**src/rtl/serial_alu_sequencer.sv**
```systemverilog
// Serial 16-bit ALU: ADD, SUB and nibble-wise PADDSB built around a single
// 4-bit carry-lookahead slice that is reused over four nibble cycles.
module serial_alu_sequencer (
    input  logic        clk,
    input  logic        rst_n,
    input  logic        start,
    input  logic [1:0]  op,
    input  logic [15:0] a,
    input  logic [15:0] b,
    output logic        busy,
    output logic        done,
    output logic [15:0] result,
    output logic        flag_z,
    output logic        flag_v,
    output logic        flag_n,
    output logic        flags_we
);

    typedef enum logic [1:0] {StIdle, StCalc, StDone} state_t;

    localparam logic [1:0] OpAdd = 2'b00;
    localparam logic [1:0] OpSub = 2'b01;
    localparam logic [1:0] OpPad = 2'b10;

    state_t      state_q;
    logic [15:0] a_q, b_q;
    logic [1:0]  op_q;
    logic [1:0]  cnt_q;
    logic        carry_q;

    logic        is_sub, is_pad, is_addsub;
    logic [3:0]  na, nb, p, g, sum, nib_out;
    logic [4:0]  c;
    logic        ovf_pos, ovf_neg;
    logic [15:0] res_nib, res_word;

    always_comb begin
        is_sub    = (op_q == OpSub);
        is_pad    = (op_q == OpPad);
        is_addsub = (op_q == OpAdd) || is_sub;
        na        = a_q[{cnt_q, 2'b00} +: 4];
        nb        = b_q[{cnt_q, 2'b00} +: 4] ^ {4{is_sub}};

        // Carry-lookahead slice; pad mode cuts the inter-nibble carry.
        p    = na ^ nb;
        g    = na & nb;
        c[0] = is_pad ? 1'b0 : carry_q;
        c[1] = g[0] | (p[0] & c[0]);
        c[2] = g[1] | (p[1] & g[0]) | (p[1] & p[0] & c[0]);
        c[3] = g[2] | (p[2] & g[1]) | (p[2] & p[1] & g[0]) | (p[2] & p[1] & p[0] & c[0]);
        c[4] = g[3] | (p[3] & g[2]) | (p[3] & p[2] & g[1]) | (p[3] & p[2] & p[1] & g[0])
             | (p[3] & p[2] & p[1] & p[0] & c[0]);
        sum  = p ^ c[3:0];

        // Sign-bit overflow of this nibble; at nibble 3 this is the word overflow.
        ovf_pos = ~na[3] & ~nb[3] & sum[3];
        ovf_neg = na[3] & nb[3] & ~sum[3];

        if (is_pad) begin
            nib_out = ovf_pos ? 4'h7 : (ovf_neg ? 4'h8 : sum);
        end else if (is_addsub) begin
            nib_out = sum;
        end else begin
            nib_out = 4'h0;
        end

        res_nib                      = result;
        res_nib[{cnt_q, 2'b00} +: 4] = nib_out;
        res_word = ovf_pos ? 16'h7FFF : (ovf_neg ? 16'h8000 : res_nib);
    end

    always_ff @(posedge clk or negedge rst_n) begin
        if (!rst_n) begin
            state_q  <= StIdle;
            a_q      <= '0;
            b_q      <= '0;
            op_q     <= '0;
            cnt_q    <= '0;
            carry_q  <= 1'b0;
            busy     <= 1'b0;
            done     <= 1'b0;
            result   <= '0;
            flag_z   <= 1'b0;
            flag_v   <= 1'b0;
            flag_n   <= 1'b0;
            flags_we <= 1'b0;
        end else begin
            unique case (state_q)
                StIdle, StDone: begin
                    done     <= 1'b0;
                    flags_we <= 1'b0;
                    if (start) begin
                        a_q     <= a;
                        b_q     <= b;
                        op_q    <= op;
                        cnt_q   <= '0;
                        carry_q <= (op == OpSub);
                        busy    <= 1'b1;
                        state_q <= StCalc;
                    end else begin
                        state_q <= StIdle;
                    end
                end
                StCalc: begin
                    carry_q <= c[4];
                    cnt_q   <= cnt_q + 2'd1;
                    if (cnt_q == 2'd3) begin
                        busy     <= 1'b0;
                        done     <= 1'b1;
                        state_q  <= StDone;
                        flags_we <= is_addsub;
                        if (is_addsub) begin
                            result <= res_word;
                            flag_v <= ovf_pos | ovf_neg;
                            flag_n <= res_word[15];
                            flag_z <= (res_word == 16'h0000);
                        end else begin
                            result <= res_nib;
                            flag_v <= 1'b0;
                            flag_n <= 1'b0;
                            flag_z <= 1'b0;
                        end
                    end else begin
                        result <= res_nib;
                    end
                end
                default: state_q <= StIdle;
            endcase
        end
    end

endmodule

```
**config.mk**
```make
export PLATFORM = sky130hd
export DESIGN_NAME = serial_alu_sequencer
export DESIGN_NICKNAME = d
export VERILOG_FILES = /design/src/rtl/serial_alu_sequencer.sv
export SDC_FILE = /design/constraint.sdc
export NUM_CORES = 1
export LEC_CHECK = 0
export BUFFER_PORTS_ARGS = -buffer_cell sky130_fd_sc_hd__buf_2
export CORE_AREA = 2 2 96 98
export CTS_CLUSTER_SIZE = 14
export DETAILED_ROUTE_END_ITERATION = 12
export DIE_AREA = 0 0 98 100
export GPL_ROUTABILITY_DRIVEN = 1
export HOLD_SLACK_MARGIN = 0.03
export PLACE_DENSITY_LB_ADDON = 0.08
export SYNTH_ARGS = -nofsm -noshare
export SYNTH_HDL_FRONTEND = slang
export SYNTH_SLANG_ARGS = --single-unit
```
**constraint.sdc**
```tcl
create_clock -name clk -period 4.1 [get_ports clk]
set_clock_uncertainty 0.05 [all_clocks]
set_input_delay 0.82 -clock clk [delete_from_list [all_inputs] [get_ports clk]]
set_output_delay 0.82 -clock clk [all_outputs]
set_load 0.05 [all_outputs]
```
==> results by stage, run 1 <==
Status:
- The run finished with clean final reports.

Global route:
- For this run, the total global-route usage over all layers was measured as 19.1%.
- Entering global routing, the biggest net connects 39 pins.
- The first global-routing pass estimated 14,800 µm of wire.
- The number of antenna violations at the first check in global routing is 0.
- The global-route congestion overflow total is 0.
- The via count of the first global-routing pass came to 3,032.

Logic synthesis:
- In the post-synthesis netlist, the biggest area contributors are dfrtp_1, nand2_1, mux4_2, ha_1, o21ai_0.
- The synthesized net count is 433.
- The synthesized netlist occupies a cell area of 3440 µm².
- nand2_1 is the most common cell in the netlist.
- The Yosys step of the flow raised 0 warnings.
- The fraction of registers with async set or reset after synthesis is 100%.
- Averaged over all synthesized cells, the footprint is 8.95 µm².
- In the synthesized netlist the dominant register cell turns out to be dfrtp_1.
- After synthesis the netlist holds a flip-flop and latch count of 61.
- The number of flops mapped to enable cells by yosys is 0.
- The fraction of the yosys area taken by sequential cells is 44.4%.
- The number of instances in the synthesized netlist is 384.
- The top cell type by area accounts for 44.4% of the synthesized area.
- The synthesized netlist contains 61 unique library cells.
- Ranked by instance count, the synthesized netlist is headed by nand2_1, dfrtp_1, o21ai_0, inv_1, nor2_1.
- The dominant cell type by area after synthesis is dfrtp_1.

Die:
- The row count is 35.
- The overall die width is 98 µm.
- The starting density of the core is 38.7%.
- The core region is 8890 µm².
- The I/O pin total is 59.
- The area of the die is 9800 µm².
- The die is 100 µm tall.

Setup path:
- The number of buffer and inverter stages on the critical path is 1.
- The worst register-to-register path ends at result[14].
- The worst register-to-register path begins at cnt_q[0].
- For the worst setup path, the data required time is 4320 ps.
- The worst register-to-register path has a depth of 12.
- In this design, the stage delay of the slowest critical-path cell is 520 ps.
- On the critical path, the stage with the largest delay is an instance of mux4_2.
- The arrival time of the worst setup path is 4060 ps.
- The endpoint class of the critical path is a register.
- The worst setup path is of the reg -> reg kind.
- The launch point of the critical path is cnt_q[0].
- Walking the worst path, the cells encountered are buf_12 -> mux4_2 -> xnor2_1 -> ha_1 -> o21a_1 -> nor2_1 -> o21ai_0 -> and4b_1 -> o2bb2a_1 -> o32a_1 -> o211ai_1 -> a21boi_1.
- The kind of start point of the critical path is a register.
- Grouping stages by cell kind, the critical path spends the most delay in compound AO/OA/AOI/OAI gates.
- The flop-to-flop setup slack is 260 ps.
- Of all nets on the critical path, the largest fanout is 16.

Clocking:
- The H-tree depth is 3.
- The number of setup buffers added after CTS is 0.
- Buffers inserted to repair hold after CTS numbered 0.
- Clock latency on the worst-skew pair, taken at its later pin, is 350 ps.
- Clock tree synthesis found a total of 61 sinks.
- In this run, CTS created clock tree buffers numbering 9.
- The tree is rooted in a clkbuf_8.
- The number of buffers on the longest clock path is 2.
- The CTS tree is done.
- The post-cts gate resize count is 0.
- The clock edge transition at the registers on the reported setup and hold paths is 80 ps.

Min path:
- The path class of the tightest hold or removal check is in -> async.

STA:
- The clock period could shrink to 3840 ps.
- Timing would allow up to 0.260 GHz.
- Setup repair after global routing left no endpoint under its margin.
- The part of the cycle the worst path needs is 93.7%.
- The worst pin sits at a relative slew slack of 45.1%.
- The final number of setup-violating endpoints is 0.
- The number of pins with negative max-slew slack in the final report came to 0.
- The actual transition at the worst max-transition pin is 824 ps.
- The total count of hold-check failures in the final report is 0.
- The summed negative setup slack over all endpoints is 0 ps.

Job:
- The number of max-capacitance violations reported is 0.

Placed design:
- The cell count after placement is 544.
- The detailed-placement wirelength estimate is 6620 µm.
- The congestion estimate from routability-driven global placement came to 0.928.
- Summing all placed instances gives a cell area of 3890 µm².
- The number of input and output port buffers inserted is 58.

Layout:
- The area growth from synthesis to layout is 18.9%.
- The net count of the finished layout is 493.
- The final standard cell count with taps included and fillers excluded is 560.
- The final cell area excluding filler cells is 4090 µm².
- In the final layout, the share of cells above drive strength 1 is 22.7%.
- 0 antenna diodes ended up in the layout.

Routing:
- For this run, design rule violations remaining after detail routing come to 0.
- In the final routed layout, each cell accounts on average for 15.7 µm.
- The number of iterations in the first detailed-routing pass is 4.
- The starting DRC count in detailed routing is 113.
- Summed over all layers, the routed wires come to 8780 µm.
- After detailed routing, the number of vias per cell comes to 5.36.
- The via total after detailed routing is 3,002.
- In this run the remaining antenna-violating nets after routing total 0.
-- sequential cells by signal, summed over array words and instances (netlist names) --
signal	cells
a_q	16
b_q	16
result	16
cnt_q	2
op_q	2
state_q	2
busy	1
carry_q	1
done	1
flag_n	1
flag_v	1
flag_z	1
flags_we	1
-- worst max path at each step --
stage / end / cells past startpoint
2_1_floorplan: flag_z / 12
3_3_place_gp: flag_z / 12
3_5_place_dp: flag_z / 11
4_1_cts: flag_z / 12
5_1_grt: flag_z / 12
6_report: result[14] / 12
-- layout make-up --
class | instances | area (µm²)
clock buffer | 9 | 124
clock inverter | 7 | 76.3
sequential | 61 | 1530
tap | 111 | 139
fill | 902 | 4800
timing repair buffer | 68 | 378
multi-input combinational | 288 | 1780
inverter | 16 | 60.1
-- through the flow --
| stage | setup WS [ps] | hold slack [ps] | util (%) |
|---|---|---|---|
| after global placement | 306 | 405 | 43.7 |
| after floorplan | 136 | 390 | - |
| after CTS | 252 | 428 | 46.0 |
| after global routing | 34.0 | 447 | 46.0 |
| after detailed placement | 263 | 414 | 43.7 |
| final | 256 | 414 | 46.0 |
-- cells by family after synthesis --
group | count (synthesis) | synth area share, %
fa+ha+maj | 12 | 4.59
xor+xnor | 7 | 1.78
mux | 10 | 5.93
simple gates | 183 | 24.1
flops | 61 | 44.4
compound gates | 76 | 15.4
buf+inv | 35 | 3.82
-- layer usage --
metal	vias to the layer above	wire length, µm	global-route usage (%)
li1	1455	-	-
met1	1426	3750	24.3
met2	99	4300	32.2
met3	22	448	2.92
met4	0	278	8.55
met5	-	0	0
-- layout by cell type, fill, tap and decap left out, drive strengths merged, types with 3 or more instances in the layout --
master     n
nand2    130
buf       68
dfrtp     61
o21ai     28
inv       16
nor2      15
ha        11
clkbuf     9
mux4       8
a21oi      7
a22o       7
xnor2      5
nand2b     5
o21a       4
nor3       4
o31ai      4
clkinv     4
and2       3
nand3      3
or4        3
o2111ai    3
a31oi      3
Power of run 1 is left out: the tool's default activity adds up to more than one toggle a clock period on the data nets, which glitch-free logic cannot reach.
==> run 2, diff against run 1 <==
BUFFER_PORTS_ARGS = -buffer_cell sky130_fd_sc_hd__buf_4   (was -buffer_cell sky130_fd_sc_hd__buf_2)
==> results by stage, run 2 (synthesized netlist as in run 1, its figures left out) <==
Layout:
- The relative area change from synthesis to final layout is 23.7%.
- In the layout the commonest cells are nand2_1, buf_4, dfrtp_1, o21ai_0, inv_1.
- The repair_antennas step left the layout with diodes totalling 0.
- The finished layout holds 561 standard cells, fillers aside.
- The commonest non-fill, non-tap cell in the layout is nand2_1.
- The final layout contains 494 nets.
- The largest registers in the layout are a_q x16, b_q x16, result x16.
- Of the cells placed in the final design, the portion with a size suffix greater than 1 is 22.9%.
- Counting the fill cells in the layout gives 857.

Global route:
- The wire length of the first global-routing pass is 14,900 µm.
- The number of antenna violations at the first check in global routing was 0.
- The via count of the first global-routing pass is 2,997.
- Entering global routing, the biggest net connects 62 pins.
- Across every metal layer, demand over resource in global routing totals 19.3%.
- The total overflow left after global routing is 0.

Status:
- The flow ran to the end, and the final reports show no timing, DRC or antenna violations.

STA:
- Dividing the final minimum period by the clock period gives 94.3%.
- The headroom to the max-slew limit is 43.8%.
- The total count of hold-check failures in the final report is 0.
- For the pin with the worst max-slew slack, the measured transition is 842 ps.
- For this run, the top clock speed supported by timing is 0.259 GHz.
- The summed negative setup slack over all endpoints is 0 ps.
- The post-route minimum period is 3870 ps.
- Setup repair after global routing left no endpoint under its margin.
- The number of pins with negative max-slew slack in the final report is 0.
- Setup violations remaining at the end of the flow were counted as 0.

Clocking:
- Buffers added to address setup during post-CTS repair amount to 0.
- The CTS tree is done.
- The clock drives 61 sinks.
- Clock-pin slew was measured on the worst setup and hold paths at 70 ps.
- The H-tree generated during clock tree synthesis spans 3 levels.
- The clock network latency to the later pin of the worst-skew pair is 340 ps.
- Clock tree synthesis selected as its root buffer the cell clkbuf_8.
- The clock passes through at most 2 buffers.
- The number of CTS-inserted buffers is 9.

Job:
- The number of max-capacitance violations reported is 0.

Setup path:
- For the worst setup path, the data arrival time is 4090 ps.
- The required time of the worst setup path is 4320 ps.
- In this run the worst setup path begins at cnt_q[0].
- Across all register-to-register paths, the minimum setup slack is 230 ps.
- The kind of start point of the critical path is a register.
- The launch instance of the worst register-to-register path is cnt_q[0].
- The endpoint class of the critical path is a register.
- In this run the worst path has a maximum fanout of 6.
- The category of the critical setup timing path is reg -> reg.

Die:
- In this run the core area contains 35 standard-cell rows.
- The die covers 9800 µm².
- The I/O pin total is 59.
- The area of the core is 8890 µm².
- In this run the horizontal extent of the chip is 98 µm.
- For this configuration, the core starts out at a cell density of 38.7%.
- The die is 100 µm tall.

Min path:
- The startpoint of the worst hold path is b_q[4].
- The class of the tightest hold or removal check is reg -> reg.

Routing:
- The final wirelength is 8900 µm.
- The pre-antenna-repair detailed-routing pass consisted of 4 iterations.
- The detail route stage leaves a number of antenna-violating nets equal to 0.
- In the routed layout, each cell is associated on average with a via count of 5.27.
- The via total after detailed routing is 2,955.
- In this run, the number of DRC markers left after iteration 0 of detailed routing was 125.
- The per-cell routed wire length is 15.9 µm.
- The number of design rule violations left after detail routing is 0.

Placed design:
- At the end of routability-driven placement, the weighted congestion stood at 0.933.
- The number of input and output port buffers inserted is 58.
- Including well taps, the total number of placed cells is 545.
- The detailed-placement wirelength estimate is 6580 µm.
## run 2: repair_timing
action                     CTS  global route
hold buffers                 0             0
gates resized for setup      0             1
setup endpoints to repair    0             6
## run 2: metrics by stage
step,setup WS (ps),area [µm²],utilization [%],hold WS [ps]
floorplan,136,3440,-,390
global placement,237,4030,45.3,409
detailed placement,158,4030,45.3,411
CTS,142,4250,47.8,428
global route,43.6,4250,47.9,445
finish,233,4250,47.9,425
## run 2: final timing paths
kind	to	cells after the start
setup / recovery	flag_z	11
hold / removal	b_q[4]	2
setup reg to reg	flag_z	11
hold reg to reg	b_q[4]	2
max in group asynchronous	a_q[7]	1
min in group asynchronous	flag_v	1
## run 2: critical path, cell delays in order (launching register included)
cell	delay [ps]
dfrtp_1	510
buf_4	230
mux4_2	560
ha_1	240
or3_4	380
a31oi_4	280
nor2_8	80
mux2i_2	160
or4b_1	510
a221o_1	270
or4_1	400
o21ai_1	130
## run 2: area by class of cell
cell class	instances	area [µm²]	share of cell area (%)
inverter	16	60.1	1.41
tap	111	139	3.26
multi-input combinational	288	1790	42.0
clock buffer	12	155	3.65
sequential	61	1530	35.9
timing repair buffer	69	518	12.2
clock inverter	4	70.1	1.65
## run 2: metal layers
| metal | global-route usage [%] | wire, µm | part of all wire (%) | up-vias |
|---|---|---|---|---|
| met4 | 7.16 | 145 | 1.6 | 0 |
| li1 | - | - | - | 1452 |
| met3 | 4.67 | 474 | 5.3 | 12 |
| met2 | 32.1 | 4390 | 49 | 76 |
| met5 | 0 | 0 | 0 | - |
| met1 | 24.6 | 3890 | 44 | 1415 |
Power of run 2 is left out for the same reason.
